<file path="config.mk">
export PLATFORM = sky130hd
export DESIGN_NAME = prbs_word_scheduler_flat
export DESIGN_NICKNAME = d
export VERILOG_FILES = /design/src/rtl/prbs_word_scheduler_pkg.sv /design/src/rtl/prbs_word_scheduler_if.sv /design/src/rtl/prbs_word_scheduler_step.sv /design/src/rtl/prbs_word_scheduler.sv /design/src/flat_wrapper.sv
export SDC_FILE = /design/constraint.sdc
export NUM_CORES = 1
export LEC_CHECK = 0
export BUFFER_PORTS_ARGS = -buffer_cell sky130_fd_sc_hd__buf_2
export CAP_MARGIN = 20
export CELL_PAD_IN_SITES_DETAIL_PLACEMENT = 1
export CELL_PAD_IN_SITES_GLOBAL_PLACEMENT = 1
export CORE_ASPECT_RATIO = 0.8
export CORE_MARGIN = 1.5
export CORE_UTILIZATION = 40
export DETAILED_ROUTE_END_ITERATION = 10
export PLACE_DENSITY_LB_ADDON = 0.1
export RECOVER_POWER = 25
export SYNTH_ARGS = -nofsm -noshare
export SYNTH_HDL_FRONTEND = slang
export SYNTH_SLANG_ARGS = --single-unit
</file>
<file path="constraint.sdc">
create_clock -name clk -period 2.5 [get_ports clk]
set_input_delay 0.5 -clock clk [delete_from_list [all_inputs] [get_ports clk]]
set_output_delay 0.5 -clock clk [all_outputs]
set_load 0.01 [all_outputs]
</file>
<file path="src/rtl/prbs_word_scheduler_pkg.sv">
// Shared definitions for the PRBS31 word scheduler: LFSR geometry, taps, the
// lock-up-safe seed and the scheduler FSM state type.
package prbs_word_scheduler_pkg;

  // x^31 + x^28 + 1: feedback from bits 27 and 30, serial output from bit 30.
  localparam int unsigned LFSR_W = 31;
  localparam int unsigned TAP_A  = 27;
  localparam int unsigned TAP_B  = 30;

  // Substituted for an all-zero seed, which would lock the LFSR at zero.
  localparam logic [LFSR_W-1:0] SAFE_SEED = 31'd1;

  typedef enum logic [1:0] {
    StIdle    = 2'd0,
    StShift   = 2'd1,
    StDeliver = 2'd2
  } sched_state_e;

  // Map a requested seed to a loadable LFSR state.
  function automatic logic [LFSR_W-1:0] sanitize_seed(logic [LFSR_W-1:0] seed);
    return (seed == '0) ? SAFE_SEED : seed;
  endfunction

endpackage

</file>
<file path="src/rtl/prbs_word_scheduler_if.sv">
// Request/grant and reseed bundle between random-word consumers (master) and
// the PRBS word scheduler (slave).
interface prbs_word_scheduler_if
  import prbs_word_scheduler_pkg::*;
#(
  parameter int unsigned NREQ   = 2,
  parameter int unsigned WORD_W = 8
);

  logic              seed_valid;
  logic [LFSR_W-1:0] seed_data;
  logic              seed_ack;
  logic [NREQ-1:0]   req;
  logic [NREQ-1:0]   gnt;
  logic [WORD_W-1:0] word_out;
  logic              busy;

  modport master (
    output seed_valid,
    output seed_data,
    output req,
    input  seed_ack,
    input  gnt,
    input  word_out,
    input  busy
  );

  modport slave (
    input  seed_valid,
    input  seed_data,
    input  req,
    output seed_ack,
    output gnt,
    output word_out,
    output busy
  );

endinterface

</file>
<file path="src/rtl/prbs_word_scheduler_step.sv">
// One step of the PRBS31 LFSR as a pure combinational function: current state
// in, next state and serial output bit out. Kept separate so checkers can reuse it.
module prbs31_step
  import prbs_word_scheduler_pkg::*;
(
  input  logic [LFSR_W-1:0] cur,
  output logic [LFSR_W-1:0] nxt,
  output logic              sout
);

  // Output is the MSB before the step; feedback enters at bit 0.
  always_comb begin
    sout = cur[TAP_B];
    nxt  = {cur[LFSR_W-2:0], cur[TAP_A] ^ cur[TAP_B]};
  end

endmodule

</file>
<file path="src/rtl/prbs_word_scheduler.sv">
// Shares one PRBS31 LFSR between NREQ requesters. Each round-robin grant shifts
// the LFSR WORD_W times and delivers the captured bits as one word; reseeding is
// sequenced here so that no consumer ever drives the LFSR directly.
module prbs_word_scheduler
  import prbs_word_scheduler_pkg::*;
#(
  parameter int unsigned       NREQ     = 2,
  parameter int unsigned       WORD_W   = 8,
  parameter logic [LFSR_W-1:0] RST_SEED = 31'd1
) (
  input  logic                  clk,
  input  logic                  rst_n,  // active-high asynchronous reset
  prbs_word_scheduler_if.slave  bus
);

  localparam int unsigned PTR_W = (NREQ > 1) ? $clog2(NREQ) : 1;
  localparam int unsigned CNT_W = $clog2(WORD_W + 1);

  localparam logic [PTR_W-1:0] LAST_REQ  = PTR_W'(NREQ - 1);
  localparam logic [CNT_W-1:0] LAST_SHIFT = CNT_W'(WORD_W - 1);

  sched_state_e      state_q;
  logic [LFSR_W-1:0] lfsr_q;
  logic [WORD_W-1:0] shift_q;
  logic [CNT_W-1:0]  cnt_q;
  logic [PTR_W-1:0]  winner_q;
  logic [PTR_W-1:0]  rr_ptr_q;
  logic [NREQ-1:0]   gnt_q;
  logic [WORD_W-1:0] word_q;
  logic              seed_ack_q;
  logic              busy_q;

  logic [LFSR_W-1:0] lfsr_step;
  logic              lfsr_bit;
  logic [WORD_W-1:0] shift_next;
  logic              pick_valid;
  logic [PTR_W-1:0]  pick_idx;
  logic [PTR_W-1:0]  next_ptr;

  prbs31_step u_step (
    .cur  (lfsr_q),
    .nxt  (lfsr_step),
    .sout (lfsr_bit)
  );

  // Capture-then-step: the first captured bit drifts up to the word MSB.
  // The cast keeps the low WORD_W bits, which also covers WORD_W == 1.
  always_comb begin
    shift_next = WORD_W'({shift_q, lfsr_bit});
  end

  // Round-robin pick: scan rr_ptr, rr_ptr+1, ... with explicit wrap so that a
  // non-power-of-2 NREQ never indexes past the last requester. The scan runs
  // from the far end so the candidate nearest rr_ptr is the last one written.
  always_comb begin
    int   idx;
    logic [PTR_W-1:0] cand;
    pick_valid = 1'b0;
    pick_idx   = '0;
    idx        = 0;
    cand       = '0;
    for (int i = int'(NREQ) - 1; i >= 0; i--) begin
      idx = int'(rr_ptr_q) + i;
      if (idx >= int'(NREQ)) begin
        idx = idx - int'(NREQ);
      end
      cand = PTR_W'(idx);
      if (bus.req[cand]) begin
        pick_valid = 1'b1;
        pick_idx   = cand;
      end
    end
  end

  // Pointer moves one past the requester just served, wrapping at NREQ-1.
  always_comb begin
    next_ptr = (winner_q == LAST_REQ) ? '0 : winner_q + PTR_W'(1);
  end

  // Scheduler FSM with registered outputs. gnt and word_out are loaded on the
  // edge that enters DELIVER so they are valid during the DELIVER cycle.
  always_ff @(posedge clk or posedge rst_n) begin
    if (rst_n) begin
      state_q    <= StIdle;
      lfsr_q     <= RST_SEED;
      shift_q    <= '0;
      cnt_q      <= '0;
      winner_q   <= '0;
      rr_ptr_q   <= '0;
      gnt_q      <= '0;
      word_q     <= '0;
      seed_ack_q <= 1'b0;
      busy_q     <= 1'b0;
    end else begin
      gnt_q      <= '0;
      seed_ack_q <= 1'b0;
      unique case (state_q)
        StIdle: begin
          // Reseed wins over requests and costs exactly one idle cycle.
          if (bus.seed_valid) begin
            lfsr_q     <= sanitize_seed(bus.seed_data);
            seed_ack_q <= 1'b1;
          end else if (pick_valid) begin
            winner_q <= pick_idx;
            cnt_q    <= '0;
            busy_q   <= 1'b1;
            state_q  <= StShift;
          end
        end
        StShift: begin
          shift_q <= shift_next;
          lfsr_q  <= lfsr_step;
          cnt_q   <= cnt_q + CNT_W'(1);
          if (cnt_q == LAST_SHIFT) begin
            word_q  <= shift_next;
            gnt_q   <= NREQ'(1) << winner_q;
            state_q <= StDeliver;
          end
        end
        StDeliver: begin
          rr_ptr_q <= next_ptr;
          busy_q   <= 1'b0;
          state_q  <= StIdle;
        end
        default: begin
          state_q <= StIdle;
        end
      endcase
    end
  end

  assign bus.gnt      = gnt_q;
  assign bus.word_out = word_q;
  assign bus.seed_ack = seed_ack_q;
  assign bus.busy     = busy_q;

  // At most one requester is ever granted, and the LFSR never reaches zero.
  a_gnt_onehot: assert property (@(posedge clk) disable iff (rst_n) $onehot0(gnt_q));
  a_lfsr_live:  assert property (@(posedge clk) disable iff (rst_n) lfsr_q != '0);
  a_ack_alone:  assert property (@(posedge clk) disable iff (rst_n)
                                 !(seed_ack_q && (gnt_q != '0)));

endmodule
</file>
<file path="src/flat_wrapper.sv">
// flat-port wrapper written by rule: the top's interface ports become plain ports
module prbs_word_scheduler_flat import prbs_word_scheduler_pkg::*;
#(
  parameter int unsigned       NREQ     = 2,
  parameter int unsigned       WORD_W   = 8,
  parameter logic [LFSR_W-1:0] RST_SEED = 31'd1
)
  (clk, rst_n, bus_seed_valid, bus_seed_data, bus_req, bus_seed_ack, bus_gnt, bus_word_out, bus_busy);
  prbs_word_scheduler_if #(.NREQ(NREQ), .WORD_W(WORD_W)) bus_i ();
  input  logic clk;
  input  logic rst_n;
  input wire logic [$bits(bus_i.seed_valid)-1:0] bus_seed_valid;
  input wire logic [$bits(bus_i.seed_data)-1:0] bus_seed_data;
  input wire logic [$bits(bus_i.req)-1:0] bus_req;
  output wire logic [$bits(bus_i.seed_ack)-1:0] bus_seed_ack;
  output wire logic [$bits(bus_i.gnt)-1:0] bus_gnt;
  output wire logic [$bits(bus_i.word_out)-1:0] bus_word_out;
  output wire logic [$bits(bus_i.busy)-1:0] bus_busy;
  assign bus_i.seed_valid = bus_seed_valid;
  assign bus_i.seed_data = bus_seed_data;
  assign bus_i.req = bus_req;
  assign bus_seed_ack = bus_i.seed_ack;
  assign bus_gnt = bus_i.gnt;
  assign bus_word_out = bus_i.word_out;
  assign bus_busy = bus_i.busy;
  prbs_word_scheduler #(.NREQ(NREQ), .WORD_W(WORD_W), .RST_SEED(RST_SEED)) u_core (.clk(clk), .rst_n(rst_n), .bus(bus_i));
endmodule
</file>
-- After elaboration in Yosys (flattened, before gate mapping)
Cells that the tools add are included.
- equality and inequality tests: 7
- muxes and demuxes: 28
- add/subtract/negate cells: 5
- shift operators: 1
- reduce and logical (&&, ||, !) cells: 10
- bitwise logic cells: 2
- $lt $le $gt $ge: 4
- operator list (cell ; number):
    31-bit 2-to-1 mux ; 2
    31-bit case mux with 2 select lines ; 1
    31-bit zero test ; 1
    1-bit 2-to-1 mux ; 15
    3-bit AND reduction ; 4
    2-bit 2-to-1 mux ; 5
    4-bit 2-to-1 mux ; 2
    4-bit case mux with 2 select lines ; 1
    4-bit by 1-bit adder with 4-bit output (second input constant) ; 1
    4-bit by 3-bit == test with 1-bit output (second input constant) ; 1
    1-bit by 2-bit < comparator with 1-bit output (second input constant) ; 2
    2-bit by 1-bit inequality test with 1-bit output (second input constant) ; 2
    2-bit inequality test (second input constant) ; 2
    2-bit case mux with 2 select lines ; 1
    2-bit AND reduction ; 2
    2-bit nonzero test ; 2
    1-bit by 1-bit adder with 2-bit output (second input constant) ; 1
    2-bit by 1-bit == test with 1-bit output (second input constant) ; 1
    2-bit == test (second input constant) ; 1
    1-bit by 2-bit >= comparator with 1-bit output (second input constant) ; 1
    2-bit >= comparator (second input constant) ; 1
    2-bit zero test ; 1
    1-bit case mux with 2 select lines ; 1
    1-bit by 1-bit left shift with 2-bit output (first input constant) ; 1
    4 further kinds ; 5
- bits in registers: 58
- output and inout bits: 12
- input bits: 36

-- Depth between registers and ports, before layout
- word-level depth: 10
- depth in mapped cells: 7
- gate-level depth less buffers: 5

-- By module
Synthesis repeated with hierarchy kept, for this count alone.
- cell total of the unflattened synthesis: 272
- area total of the unflattened synthesis: 2687.6 µm²
- modules (own cells, without submodules) (module ; instances ; seq. area each (µm²) ; area an instance (µm²) ; cells each):
    prbs_word_scheduler ; 1 ; 1452.6 ; 2446.1 ; 240
    prbs31_step ; 1 ; 0.0 ; 241.5 ; 32

-- Worst setup path after synthesis
No wires, ideal clock.
- path kind: register to register
- start point: register u_core.cnt_q[0]
- end point: register u_core.word_q[0], in the netlist u_core.bus.word_out[0]
- setup time: 0.125 ns
- setup slack: 1.150 ns
- required time: 2.375 ns
- data arrival time: 1.225 ns
- cell stages (with the launch flop): 5
- clock period less this slack: 1.350 ns
- cells stage by stage: dfrtp_1 ha_1 nand4b_4 nor2_4 mux2_2
- cells in the longest elaborated chain, start to end: 2
- RTL lines (what ; RTL line ; text):
    from (decl) ; prbs_word_scheduler.sv:25 ; logic [CNT_W-1:0] cnt_q;
    from (signal assigned) ; prbs_word_scheduler.sv:113 ; cnt_q <= cnt_q + CNT_W'(1);
    4-bit by 3-bit == test with 1-bit output ; prbs_word_scheduler.sv:114 ; if (cnt_q == LAST_SHIFT) begin
    2-bit AND reduction (no line) ; - ;
    to (signal assigned) ; prbs_word_scheduler.sv:115 ; word_q <= shift_next;
    to (decl) ; prbs_word_scheduler.sv:29 ; logic [WORD_W-1:0] word_q;
No other way between the ends.
A chain may end at the register's enable or synchronous reset.

-- Final worst setup path
- start point: register u_core.state_q[0]
- end point: register u_core.shift_q[6]
- cells in the longest elaborated chain, start to end: 1
- RTL lines (what ; RTL line ; text):
    from (decl) ; prbs_word_scheduler.sv:22 ; sched_state_e state_q;
    from (signal assigned) ; prbs_word_scheduler.sv:84 ; state_q <= StIdle;
    from (signal assigned) ; prbs_word_scheduler.sv:107 ; state_q <= StShift;
    from (signal assigned) ; prbs_word_scheduler.sv:117 ; state_q <= StDeliver;
    2-bit by 1-bit == test with 1-bit output ; prbs_word_scheduler.sv:97 ; unique case (state_q)
    to (signal assigned) ; prbs_word_scheduler.sv:111 ; shift_q <= shift_next;
    to (decl) ; prbs_word_scheduler.sv:24 ; logic [WORD_W-1:0] shift_q;
No other way between the ends.

==> run summary <==
Critical Path End: u_core.shift_q[6]
RSZ-0062 raised after global routing: false
PortBufs: 47
Slew HR: 0.369
worst skew pair latency: 0.33 ns
drt wl/cell: 16.5 um
CTS tree: done
clock share of power: 0.239
commonest non-fill, non-tap cell in the layout: nand2_1
worst ir drop on vdd: 0.531 mV
Placed Cells: 343
sequential area share after synthesis: 0.569
Initial Utilization: 0.423
Vias: 1,859
final WL: 5920 um
Die ar.: 6880 um2
Critical Path Source: u_core.state_q[0]
leak pwr: 1.48 nW
setup TNS: 0 ns
Filler cells: 685
Hold-fix buffers, CTS: 0
Post-route DRC: 0
TritonCTS Buffers: 9
R2R depth: 3
Synth Warn #: 0
Slew @ Worst Pin: 0.947 ns
number of H-tree levels: 3
most frequent cells in the layout: nand2_1, dfrtp_1, buf_2
crit start category: flip-flop
Placed Area: 2830 um2
DR pass1 iterations: 4
Core Area: 6040 um2
Post-Syn Nets: 259
non-filler instance count after layout: 359
top fanout value on the critical path: 24
crit path DAT: 2.08 ns
Die H: 74.5 um
part of the cycle the worst path needs: 0.743
RR Startpoint: u_core.state_q[0]
Syn Inst Count: 222
DP HPWL: 4180 um
share of cells above drive strength 1: 0.324
Setup Skew: 0.00819 ns
Post-Syn Area: 2550 um2
Area Growth Syn to Fin: 18.9%
FMAX: 538 MHz
grt ovf: 0
CTS root buf: clkbuf_8
final hold violation count: 0
gpl congestion: 0.746
CP Capture Type: flip-flop
status: finished, final reports clean
R2R Path End: u_core.shift_q[6]
Post-DRT Antenna Nets: 0
Int Pwr: 2.65 mW
distinct cell type count after synthesis: 31
Total Power Consumption: 4.00 mW
Reg clk slew, reported paths: 0.07 ns
initial antenna violation count: 0
critical path class: reg -> reg
floorplan row count: 25
minimum clock period: 1.86 ns
register bit count reported by yosys: 58
Setup-failing EPs final: 0
max cap viols: 0
Vias/cell: 5.18
vias in the first global route: 1,967
largest net degree at the start of global routing: 38
sequential share of power: 0.423
Avg Cell Area, Syn: 11.5 um2
num ports: 48
Slew Viols, Final: 0
Max Buffers Root-to-Sink: 2
r2r setup slk: 0.64 ns
post-CTS resize count: 0
CTS Sinks: 58
Comb power frac: 0.338
Die X: 92.4 um
switching share of power: 0.337
PD cells: 1320 nW/um2
final net count: 310
Switch Pwr: 1.35 mW
first-pass GRT wire length: 9850 um
min-delay worst type: in -> async
post-layout util: 0.503
Crit path required time: 2.72 ns
final instance area: 3040 um2
Inserted Diodes: 0
initial drt markers: 55
All-Layer GR Usage: 0.189
post-CTS setup repair buffer count: 0
-- power by group through the flow --
stage / Combinational [mW] / Clock, mW / Sequential, mW
after CTS: 1.38 / 0.980 / 1.69
after detailed placement: 1.37 / 0 / 1.70
after global placement: 1.32 / 0 / 1.69
after global routing: 1.52 / 1.02 / 1.75
final: 1.35 / 0.956 / 1.69
after floorplan: 1.12 / 0 / 1.64
-- per-stage QoR --
step,setup slack [ns],hold slack [ns]
2_1_floorplan,0.574,0.424
3_3_place_gp,0.703,0.459
3_5_place_dp,0.663,0.463
4_1_cts,0.661,0.191
5_1_grt,0.419,0.376
6_report,0.643,0.320
-- Yosys cell counts --
cell | n | area share
o211ai_1 | 1 | 0.0029
nor3b_4 | 1 | 0.0073
dfstp_2 | 1 | 0.010
nor2_4 | 2 | 0.0088
a22o_1 | 1 | 0.0034
mux2_4 | 6 | 0.035
nand4b_4 | 1 | 0.0093
o311a_1 | 1 | 0.0039
a211oi_1 | 2 | 0.0059
nor4_1 | 7 | 0.017
dfrtp_1 | 57 | 0.56
nand2b_1 | 1 | 0.0025
buf_4 | 6 | 0.018
inv_1 | 3 | 0.0044
nor2b_1 | 1 | 0.0025
o21bai_1 | 1 | 0.0029
nor3_1 | 4 | 0.0078
mux2_2 | 10 | 0.044
buf_12 | 1 | 0.0078
ha_1 | 1 | 0.0049
o21ai_0 | 2 | 0.0039
a22oi_1 | 30 | 0.088
buf_6 | 5 | 0.022
xnor2_1 | 3 | 0.010
nand2_1 | 63 | 0.093
nand3_1 | 2 | 0.0039
inv_2 | 1 | 0.0015
nand4_1 | 2 | 0.0049
nor2_1 | 3 | 0.0044
nor2b_4 | 1 | 0.0054
a21o_1 | 2 | 0.0059
-- worst min path at each step --
| stage | cells after the start | startpoint | slack (ns) | to |
|---|---|---|---|---|
| 6_report | 2 | rst_n | 0.32 | u_core.shift_q[4] |
| 5_1_grt | 2 | rst_n | 0.38 | u_core.bus.word_out[7] |
| 4_1_cts | 2 | rst_n | 0.19 | u_core.bus.word_out[7] |
| 3_5_place_dp | 2 | u_core.lfsr_q[22] | 0.46 | u_core.lfsr_q[22] |
| 3_3_place_gp | 2 | u_core.lfsr_q[18] | 0.46 | u_core.lfsr_q[18] |
| 2_1_floorplan | 1 | u_core.winner_q | 0.42 | u_core.bus.gnt[0] |
-- kinds of logic after synthesis --
| kind of cell | synth area share |
|---|---|
| compound gates | 0.117 |
| fa+ha+maj | 0.00490 |
| simple gates | 0.167 |
| buf+inv | 0.0534 |
| flops | 0.569 |
| mux | 0.0793 |
| xor+xnor | 0.0103 |
-- state kept, by name, indices dropped and copies added (netlist names) --
signal and cells:
u_core.bus.gnt 2, u_core.bus.word_out 8, u_core.bus.seed_ack 1, u_core.state_q 2, u_core.cnt_q 4, u_core.bus.busy 1
u_core.lfsr_q 31, u_core.shift_q 7, u_core.rr_ptr_q 1, u_core.winner_q 1
-- worst max-delay path: stages, from the launching register on --
cell and delay, ns:
dfrtp_1 0.53, nor2b_4 0.60, buf_12 0.26, mux2_2 0.35
-- metal layers --
metal,global-route usage,share of wire
met1,0.270,0.52
met2,0.274,0.42
met3,0.0706,0.050
met5,0,0
met4,0.0462,0.0039
-- cell type report --
class                   count  area (um2)  area share
repair buffers             52         283      0.0931
clock buffers              11         141      0.0466
clock inverters             5        77.6      0.0255
multi-input cells         148         966       0.318
well taps                  81         101      0.0334
inverters                   4        15.0     0.00494
flip-flops and latches     58        1450       0.478
Power figures use the tool's default switching activity.
